`src/rtl/adder_arbiter_pkg.sv`:
```
// rtl/adder_arbiter_pkg.sv - shared constants and slot state type for the adder arbiter
package adder_arbiter_pkg;

    localparam int NUM_REQ = 4;
    localparam int ID_W    = 2;

    localparam logic FIXED_PRIO  = 1'b0;
    localparam logic ROUND_ROBIN = 1'b1;

    typedef enum logic {
        EMPTY = 1'b0,
        FULL  = 1'b1
    } slot_state_t;

endpackage

```
`src/rtl/adder_arbiter_rr_picker.sv`:
```
// rtl/adder_arbiter_rr_picker.sv - combinational request picker, fixed or rotating priority
module rr_picker
    import adder_arbiter_pkg::*;
(
    input  logic [NUM_REQ-1:0] req,
    input  logic [ID_W-1:0]    start,
    input  logic               mode,
    output logic [NUM_REQ-1:0] grant,
    output logic [ID_W-1:0]    idx,
    output logic               any
);

    // Pick a winner: rotating search from start, or highest set index in fixed mode.
    // Loops run so the last assignment is the highest-priority candidate.
    always_comb begin
        logic [ID_W-1:0] cand;
        cand  = '0;
        grant = '0;
        idx   = '0;
        any   = |req;
        if (mode == ROUND_ROBIN) begin
            for (int k = NUM_REQ - 1; k >= 0; k--) begin
                cand = start + ID_W'(k);
                if (req[cand]) begin
                    idx = cand;
                end
            end
        end else begin
            for (int i = 0; i < NUM_REQ; i++) begin
                if (req[i]) begin
                    idx = ID_W'(i);
                end
            end
        end
        if (any) begin
            grant[idx] = 1'b1;
        end
    end

endmodule

```
`src/rtl/adder_arbiter.sv`:
```
// rtl/adder_arbiter.sv - four requesters sharing one adder behind a one-entry result slot
module adder_arbiter
    import adder_arbiter_pkg::*;
#(
    parameter int WIDTH   = 16,
    parameter bit RR_MODE = 1'b1
)
(
    input  logic                   clk_in,
    input  logic                   rst_in,
    input  logic [NUM_REQ-1:0]     req_in,
    input  logic [NUM_REQ*WIDTH-1:0] a_in,
    input  logic [NUM_REQ*WIDTH-1:0] b_in,
    output logic [NUM_REQ-1:0]     grant_out,
    output logic [WIDTH:0]         result_out,
    output logic [ID_W-1:0]        result_id_out,
    output logic                   result_valid_out,
    input  logic                   result_ready_in,
    output logic                   busy_out,
    output logic [15:0]            ops_count_out
);

    slot_state_t state;
    slot_state_t state_next;

    logic [ID_W-1:0]    last_id;
    logic [ID_W-1:0]    start_idx;
    logic [NUM_REQ-1:0] pick_grant;
    logic [ID_W-1:0]    pick_idx;
    logic               pick_any;
    logic               grant_fire;
    logic               accept;
    logic [WIDTH-1:0]   op_a;
    logic [WIDTH-1:0]   op_b;

    assign start_idx = last_id + ID_W'(1);

    rr_picker u_picker (
        .req   (req_in),
        .start (start_idx),
        .mode  (RR_MODE),
        .grant (pick_grant),
        .idx   (pick_idx),
        .any   (pick_any)
    );

    // Operand mux follows the picker only, so grant_out never depends on operand data.
    assign op_a = a_in[int'(pick_idx) * WIDTH +: WIDTH];
    assign op_b = b_in[int'(pick_idx) * WIDTH +: WIDTH];

    // Slot next-state and handshake outputs; reset masks the grant so nothing is captured.
    always_comb begin
        state_next       = state;
        grant_fire       = 1'b0;
        accept           = 1'b0;
        grant_out        = '0;
        result_valid_out = 1'b0;
        busy_out         = 1'b0;
        if (!rst_in) begin
            accept     = (state == FULL) && result_ready_in;
            grant_fire = pick_any && ((state == EMPTY) || result_ready_in);
        end
        if (grant_fire) begin
            grant_out = pick_grant;
        end
        case (state)
            EMPTY: begin
                if (grant_fire) begin
                    state_next = FULL;
                end
            end
            FULL: begin
                result_valid_out = 1'b1;
                busy_out         = !result_ready_in;
                if (accept && !grant_fire) begin
                    state_next = EMPTY;
                end
            end
            default: state_next = EMPTY;
        endcase
    end

    // Slot state register.
    always_ff @(posedge clk_in or posedge rst_in) begin
        if (rst_in) begin
            state <= EMPTY;
        end else begin
            state <= state_next;
        end
    end

    // Capture the zero-extended sum and winner ID on every grant, including back-to-back reloads.
    always_ff @(posedge clk_in or posedge rst_in) begin
        if (rst_in) begin
            result_out    <= '0;
            result_id_out <= '0;
        end else if (grant_fire) begin
            result_out    <= {1'b0, op_a} + {1'b0, op_b};
            result_id_out <= pick_idx;
        end
    end

    // Rotation pointer starts at 3 so the first search begins at index 0.
    always_ff @(posedge clk_in or posedge rst_in) begin
        if (rst_in) begin
            last_id <= ID_W'(NUM_REQ - 1);
        end else if (grant_fire) begin
            last_id <= pick_idx;
        end
    end

    // Count results taken by the consumer; wraps naturally at 16 bits.
    always_ff @(posedge clk_in or posedge rst_in) begin
        if (rst_in) begin
            ops_count_out <= '0;
        end else if (accept) begin
            ops_count_out <= ops_count_out + 16'd1;
        end
    end

endmodule

```
`config.mk`:
```
export PLATFORM = sky130hd
export DESIGN_NAME = adder_arbiter
export DESIGN_NICKNAME = d
export VERILOG_FILES = /design/src/rtl/adder_arbiter_pkg.sv /design/src/rtl/adder_arbiter_rr_picker.sv /design/src/rtl/adder_arbiter.sv
export SDC_FILE = /design/constraint.sdc
export NUM_CORES = 1
export LEC_CHECK = 0
export CELL_PAD_IN_SITES_DETAIL_PLACEMENT = 1
export CELL_PAD_IN_SITES_GLOBAL_PLACEMENT = 1
export CORE_MARGIN = 1.5
export CORE_UTILIZATION = 26
export DETAILED_ROUTE_END_ITERATION = 12
export PLACE_DENSITY_LB_ADDON = 0.1
export REMOVE_ABC_BUFFERS = 1
export SETUP_SLACK_MARGIN = 0.2
export SLEW_MARGIN = 10
export SYNTH_ARGS = -nofsm -noshare
export SYNTH_HDL_FRONTEND = slang
export SYNTH_SLANG_ARGS = --single-unit
```
`constraint.sdc`:
```
create_clock -name clk_in -period 3.2 [get_ports clk_in]
set_input_delay 0.64 -clock clk_in [delete_from_list [all_inputs] [get_ports clk_in]]
set_output_delay 0.64 -clock clk_in [all_outputs]
set_load 0.005 [all_outputs]
```
# --- Word level (Yosys, flattened, before mapping) ---
# Cells that the tools add are included.
totals:
  reg_bits: 38
  output_inout_bits: 41
  word_cells: 51
classes:
  magnitude_cmp: 6
  bitwise_logic: 1
  shift: 2
  n_addsub: 6
  reduce_logical: 8
  n_mux: 23
ops:
  columns: ["operator", "count"]
  rows:
  - ["$shiftx 64x7->16", 2]
  - ["$add 16x16->17", 1]
  - ["$add 16x1->16 const B", 1]
  - ["$lt 2x3->1 const B", 5]
  - ["$mux 1", 11]
  - ["$bmux 1 s2", 4]
  - ["$mux 2", 4]
  - ["$mux 4", 2]
  - ["$add 2x1->2 const B", 2]
  - ["$add 2x2->2 const B", 2]
  - ["$logic_and 1x1->1", 4]
  - ["$reduce_or 4->1", 1]
  - ["$demux 1 s2", 1]
  - ["$ge 2x1->1 const B", 1]
  - ["$logic_not 1->1", 2]
  - ["$pmux 1 s2", 1]
  - ["$logic_or 1x1->1", 1]
  - ["$not 1->1", 1]

# --- Longest topological paths before layout ---
# Gate-level depths: netlist (run 1).
depth:
  depth_word: 14
  depth_mapped: 17
  depth_no_buf: 14

# --- By module ---
# A second synthesis (run 1) with hierarchy kept.
unflattened:
  cells_unflattened: 333
  area_unflattened_um2: 3360.7
by_module_without_submodules:
  columns: ["module", "area_per_inst_um2", "instances", "seq_area_each_um2", "cells_per_inst"]
  rows:
  - ["adder_arbiter", 3210.6, 1, 953.4, 309]
  - ["rr_picker", 150.1, 1, 0.0, 24]

# --- Worst setup path after synthesis (run 1) ---
# No wires, ideal clock.
synth_path:
  path_type: "input port to flip-flop"
  start: "input req_in[3]"
  end: "register result_out[14]"
  cell_stages: 17
  setup_slack_ps: -519
  arrival_ps: 3650
  cell_sequence: "inv_1 > o221ai_1 > o21ai_1 > o31ai_1 > buf_2 > buf_4 > buf_6 > mux2i_1 > mux2i_1 > ha_1 > fa_1 > a211oi_2 > o21ai_2 > o2111ai_2 > a31oi_1 > or4b_1 > nand3_1"
synth_between:
  elab_chain_cells: 8
  word_cells_on_any_way: 18
  classes_between: "1 x add/sub; 2 x shift; 13 x mux; 2 x reduce/logical"
synth_lines:
  columns: ["item", "line_no", "source"]
  rows:
  - ["start, declared", "adder_arbiter.sv:11", "input logic [NUM_REQ-1:0] req_in,"]
  - ["$bmux 1 s2", "adder_arbiter_rr_picker.sv:24", "if (req[cand]) begin"]
  - ["$mux 1 (implied by the code)", "adder_arbiter_rr_picker.sv:24", null]
  - ["$mux 2 (4 in a row)", "adder_arbiter_rr_picker.sv:24", null]
  - ["$shiftx 64x7->16 (on tied branches)", "adder_arbiter.sv:48, adder_arbiter.sv:49", null]
  - ["$add 16x16->17", "adder_arbiter.sv:98", "result_out <= {1'b0, op_a} + {1'b0, op_b};"]
  - ["end signal, assigned", "adder_arbiter.sv:98", null]
  - ["end, declared", "adder_arbiter.sv:15", "output logic [WIDTH:0] result_out,"]
# Several ways; a longest one is shown, not always the timed one. The select of a mux whose other input is x is not followed.
# A chain may end at the register's enable or synchronous reset.

# --- Worst setup path in the final report (run 1) ---
layout_path:
  start: "input req_in[1]"
  end: "register result_out[14]"
# Same word-level chain as after synthesis.

==> results of run 1 <==
## final cells by class
type / instances / area, um2
Tap cell: 172 / 215
Fill cell: 1460 / 6440
Clock inverter: 2 / 12.5
Clock buffer: 6 / 139
Timing Repair Buffer: 245 / 2360
Inverter: 5 / 18.8
Sequential cell: 38 / 953
Multi-Input combinational cell: 295 / 2480
## cell families after synthesis
logic type	Yosys count	share of synthesized area, %
multiplexers	97	28.9
AND/OR/NAND/NOR	96	14.1
AO/OA/AOI/OAI	61	12.0
flip-flops	38	28.4
buffers and inverters	24	3.58
XOR/XNOR	23	6.00
adder cells (fa/ha/maj)	18	6.93
## routing by layer
metal | share of wire, % | track usage [%] | routed length [um] | up-vias
li1 | - | - | - | 1777
met1 | 40 | 18.6 | 4560 | 1739
met2 | 55 | 32.3 | 6340 | 91
met3 | 3.8 | 1.97 | 438 | 8
met4 | 0.81 | 2.41 | 93 | 0
met5 | 0 | 0 | 0 | -
## metrics by stage
step	TNS, ns	setup slack, ns
floorplan	-144.16	-7.15
global route	-2.97	-0.445
detailed placement	-13.81	-1.10
CTS	-2.35	-0.324
global placement	-11.69	-0.988
finish	-1.34	-0.297
## what timing repair did
action                                  CTS  global route
pin swaps                                12            16
resized for setup                        37            37
endpoints found under the setup margin   19            17
buffers inserted                          6             2
cloned                                    1             0
## cells in the final DEF (no fill, tap or decap), types with 4 or more instances in the layout
cell type and n:
and3_1 4, a21oi_1 7, clkbuf_16 5, nand3_1 9, mux2i_1 93, nand2_1 31
ha_1 15, xnor2_1 13, o21ai_0 11, dfrtp_1 36, nand4_1 5, o21ai_1 7
nor2b_1 5, nor3_1 5, clkdlybuf4s50_1 170, buf_4 56, xor2_1 8, buf_6 8
nor2_1 13, o21a_1 4
## flip-flops by register name, indices dropped and copies added (netlist names)
signal         flops
result_out        17
ops_count_out     16
last_id            2
result_id_out      2
state              1
## power breakdown
| part | total [W] | internal [W] | switching [W] |
|---|---|---|---|
| clock | 0.000505 | 0.000308 | 0.000197 |
| combinational | 0.00308 | 0.00173 | 0.00135 |
| sequential | 0.000759 | 0.000641 | 0.000118 |
| total | 0.00434 | 0.00268 | 0.00166 |
## worst min-delay path by stage
stage                              to
floorplan           ops_count_out[15]
global placement        result_out[0]
detailed placement  ops_count_out[15]
CTS                 ops_count_out[15]
global route        ops_count_out[15]
finish              ops_count_out[15]
==> flow_metrics.tcl, run 1 <==
set metrics [dict create \
    status "finished, violations left" \
    violations "setup timing" \
    worstPathArrival_ns 3.72 \
    initial_core_util_pct 26.6 \
    setup_violations 9 \
    r2r_cells 15 \
    via_count 3615 \
    die_area_um2 13600 \
    critPathKind "input pin to register" \
    drv_cap 0 \
    hold_violations 0 \
    dpl.hpwl_um 9090 \
    power_density_nw_per_um2 702 \
    avgSynthCellArea_um2 9.41 \
    hold_class "register to register" \
    slowest_stage "or4b_1" \
    drive_above_1_share_pct 20.8 \
    period_needed_ns 3.50 \
    path_cells "clkbuf_4 > inv_1 > o221ai_2 > o21ai_2 > o31ai_4 > buf_12 > mux2i_1 > mux2i_1 > ha_2 > fa_2 > a211oi_2 > o21ai_2 > o2111ai_2 > a31oi_2 > or4b_1 > nand3_1" \
    drt_pass1_iterations 4 \
    p_leak_nw 2.80 \
    startpoint_type "input pin" \
    cp_slowest_stage_delay_ns 0.54 \
    clkTransAtPathRegs_ns 0.06 \
    yosysTopAreaCellShare_pct 28.6 \
    grt_first_pass_wirelength_um 17700 \
    reg2reg_to "result_out[14]" \
    place_inst 746 \
    grt_usage_pct 16.2 \
    grt_pass1_vias 3835 \
    crit_end "result_out[14]" \
    min_from "ops_count_out[15]" \
    drt-wirelength-per-cell_um 15.0 \
    nets 743 \
    vias_per_cell 4.74 \
    max_freq_mhz 286 \
    seq_area_frac_synth_pct 28.4 \
    synth_cells 357 \
    antenna_found_initial 0 \
    io_pins 176 \
    tritoncts "done" \
    vdd_drop_max_mv 0.259 \
    final_cells 763 \
    fin_ws_ns -0.297 \
    max_slew_margin_pct 56.0 \
    cts-root-buf "clkbuf_16" \
    dieHeight_um 117 \
    r2r-start "last_id[0]" \
    synth_flop_cell "dfrtp_1" \
    place_area_um2 5730 \
    drt_iter0_markers 83 \
    cp.depth 16 \
    hold_ws_ns 0.469 \
    routed_wl_um 11400 \
    die_x_um 117 \
    synth_commonest_cells "mux2i_1 (96), dfrtp_1 (36), nand2_1 (33), o21ai_0 (18), ha_1 (17)" \
    synthArstFlopShare_pct 100 \
    routabilityCongestion 0.774 \
    endpoint_kind "register" \
    synth_top_area_cell "mux2i_1" \
    synth_cell_types 50 \
    crit_path_start "req_in[1]" \
    fin_area_um2 6180 \
    hold_path_depth 1 \
    worstSkewPairLatency_ns 0.28 \
    slew_viol_final 0 \
    grt_overflow_total 0 \
    post-route-util_pct 49.0 \
    ctsLongestPathBuffers 2 \
    yosys_warnings 0 \
    hold_buffers 0 \
    crit_buf_inv 3 \
    clock_skew_ns 0.00637 \
    required_ns 3.42 \
    clock_sinks 38 \
    path_delay_family "compound AO/OA/AOI/OAI gates" \
    grt_max_degree 41 \
    io_buffers 175 \
    synth.most_common_cell "mux2i_1" \
    core_area_um2 12600 \
    area_growth_pct 84.0 \
    htreeDepth 2 \
    power_w 0.00434 \
    fin_crit_sh_pct 109 \
    diodes 0 \
    std_cell_rows 41 \
    r2r_slack_ns -0.29 \
    tightest_slew_ns 0.656 \
    rsz0062_at_grt "yes" \
    ys_top_cells_by_area "mux2i_1 (29%), dfrtp_1 (27%), ha_1 (6.3%)" \
    ant_nets 0 \
    synth_edf_count 0 \
    yosys_register_bits 38 \
    drt_drc_violations_left 0 \
    crit_fanout 5 \
    numCtsBuffers 5 \
    syn_area_um2 3360 \
]
Power figures use the tool's default switching activity.
==> run 2: changes to the inputs <==
CAP_MARGIN = 40   (was unset)
CORE_UTILIZATION = 27   (was 26)
CTS_BUF_LIST = sky130_fd_sc_hd__clkbuf_4   (was unset)
SETUP_SLACK_MARGIN = 0.5   (was 0.2)
==> run 2 against run 1 <==
  * The run still ends with setup timing left
  * Register-to-register slack improved by 0.05 ns
  * Non-clock buffer count decreased by 2
  * Final area increased by 0.71%
  * Die area decreased by 3.6%
==> flow_metrics.tcl, run 2 (synthesized netlist as in run 1, its figures left out) <==
set metrics [dict create \
    io_pins 176 \
    grt_max_degree 41 \
    r2r_slack_ns -0.24 \
    dieHeight_um 115 \
    path_cells "nand2b_4 > o21ai_2 > o21ai_2 > o31ai_4 > buf_12 > mux2i_2 > mux2i_2 > fa_2 > a211oi_2 > o21ai_2 > o2111ai_2 > a31oi_2 > or4b_1 > nand3_1" \
    fin_ws_ns -0.241 \
    clock_skew_ns 0.00923 \
    max_slew_margin_pct 54.9 \
    final_cell_mix "clkdlybuf4s50_1 (168), mux2i_1 (91), buf_4 (52)" \
    routabilityCongestion 0.816 \
    setup_violations 10 \
    violations "setup timing" \
    numCtsBuffers 5 \
    tightest_slew_ns 0.672 \
    vdd_drop_max_mv 0.239 \
    place_area_um2 5710 \
    place_inst 735 \
    grt_first_pass_wirelength_um 19000 \
    rsz0062_at_grt "yes" \
    drt_iter0_markers 83 \
    slew_viol_final 0 \
    drt-wirelength-per-cell_um 15.4 \
    drt_drc_violations_left 0 \
    switching_power_w 0.00167 \
    critPathKind "register to register" \
    layout_commonest_cell "clkdlybuf4s50_1" \
    std_cell_rows 40 \
    drive_above_1_share_pct 22.6 \
    htreeDepth 2 \
    r2r-start "last_id[0]" \
    nets 741 \
    power_w 0.00436 \
    cp.depth 14 \
    period_needed_ns 3.44 \
    vias_per_cell 4.84 \
    regMostFlops "result_out" \
    internal_power_w 0.00269 \
    diodes 0 \
    ctsLongestPathBuffers 2 \
    via_count 3666 \
    core_area_um2 12100 \
    final_cells 757 \
    required_ns 3.49 \
    grt_pass1_vias 4080 \
    grt_usage_pct 17.9 \
    cp_slowest_stage_delay_ns 0.55 \
    reg2reg_to "result_out[14]" \
    drv_cap 0 \
    die_x_um 115 \
    crit_path_start "last_id[0]" \
    reg.largest.list "result_out: 17 flops, ops_count_out: 16 flops" \
    antenna_found_initial 0 \
    hold_violations 0 \
    r2r_cells 14 \
    area_growth_pct 85.3 \
    startpoint_type "register" \
    cts-root-buf "clkbuf_4" \
    routed_wl_um 11600 \
    endpoint_kind "register" \
    path_delay_family "compound AO/OA/AOI/OAI gates" \
    hold_class "register to register" \
    grt_overflow_total 0 \
    power_frac_seq_pct 17.2 \
    slowest_stage "dfstp_2" \
    drt_pass1_iterations 4 \
    initial_core_util_pct 27.8 \
    setup_tns_ns -1.49 \
    p_leak_nw 2.79 \
    worstSkewPairLatency_ns 0.35 \
    fin_crit_sh_pct 108 \
    worstPathArrival_ns 3.73 \
    status "finished, violations left" \
    crit_fanout 8 \
    clock_sinks 38 \
    clkTransAtPathRegs_ns 0.13 \
    crit_buf_inv 1 \
    io_buffers 175 \
    power_frac_comb_pct 73.2 \
    max_freq_mhz 291 \
    swShare_pct 38.4 \
    tritoncts "done" \
    path_common_cell "o21ai_2" \
    crit_end "result_out[14]" \
    largest_reg_flops 17 \
    dpl.hpwl_um 9170 \
    power_density_nw_per_um2 701 \
    die_area_um2 13100 \
    fin_area_um2 6220 \
    ant_nets 0 \
    clock_power_share_pct 9.6 \
]
## run 2: cell types whose count changed in the layout (fill, tap and decap cells not counted), moves of 3 or more
cell / before / now
clkbuf_16: 5 / 0
clkbuf_4: 1 / 5
a21oi_1: 7 / 4
ha_1: 15 / 12
buf_4: 56 / 52
buf_16: 1 / 4
## run 2: worst reg2reg max path: stages, from the launching register on
cell	delay [ns]
dfstp_2	0.55
nand2b_4	0.12
o21ai_2	0.06
o21ai_2	0.17
o31ai_4	0.17
buf_12	0.20
mux2i_2	0.19
mux2i_2	0.12
fa_2	0.44
a211oi_2	0.28
o21ai_2	0.10
o2111ai_2	0.23
a31oi_2	0.14
or4b_1	0.51
nand3_1	0.09
## run 2: cell type report
cell class	count	area, um2
repair buffers	243	2400
well taps	168	210
clock inverters	3	68.8
multi-input cells	295	2530
inverters	5	18.8
clock buffers	5	37.5
flip-flops and latches	38	953
fillers	1327	5840
## run 2: timing repair
action / in CTS / in global routing
pin swaps: 25 / 13
gates cloned: 2 / 0
resized for setup: 63 / 27
hold buffers: 0 / 0
endpoints found under the setup margin: 20 / 19
buffers inserted: 11 / 1
## run 2: through the flow
step / util [%] / hold slack, ns / setup slack [ns]
floorplan: - / 0.468 / -7.15
global placement: 47.1 / 0.460 / -1.01
detailed placement: 47.3 / 0.463 / -1.12
CTS: 50.7 / 0.484 / -0.285
global route: 51.6 / 0.513 / -0.397
finish: 51.6 / 0.478 / -0.241
## run 2: per-layer routing
layer	vias to the layer above	track usage, %	wire length [um]	part of all wire, %
li1	1769	-	-	-
met1	1769	18.6	4400	38
met2	107	36.2	6420	55
met3	21	3.55	594	5.1
met4	0	4.67	208	1.8
met5	-	0	0	0
## run 2: power by group through the flow
stage / combinational [W] / clock [W] / sequential [W]
floorplan: 0.00156 / 0 / 0.000758
global placement: 0.00259 / 0 / 0.000754
detailed placement: 0.00267 / 0 / 0.000764
CTS: 0.00305 / 0.000433 / 0.000754
global route: 0.00349 / 0.000446 / 0.000774
finish: 0.00319 / 0.000419 / 0.000751
## run 2: worst min-delay path by stage
stage | start | end | slack [ns] | cells after the start
finish | ops_count_out[15] | ops_count_out[15] | 0.48 | 1
floorplan | ops_count_out[15] | ops_count_out[15] | 0.47 | 1
global placement | ops_count_out[15] | ops_count_out[15] | 0.46 | 1
global route | ops_count_out[15] | ops_count_out[15] | 0.51 | 1
CTS | ops_count_out[15] | ops_count_out[15] | 0.48 | 1
detailed placement | ops_count_out[15] | ops_count_out[15] | 0.46 | 1
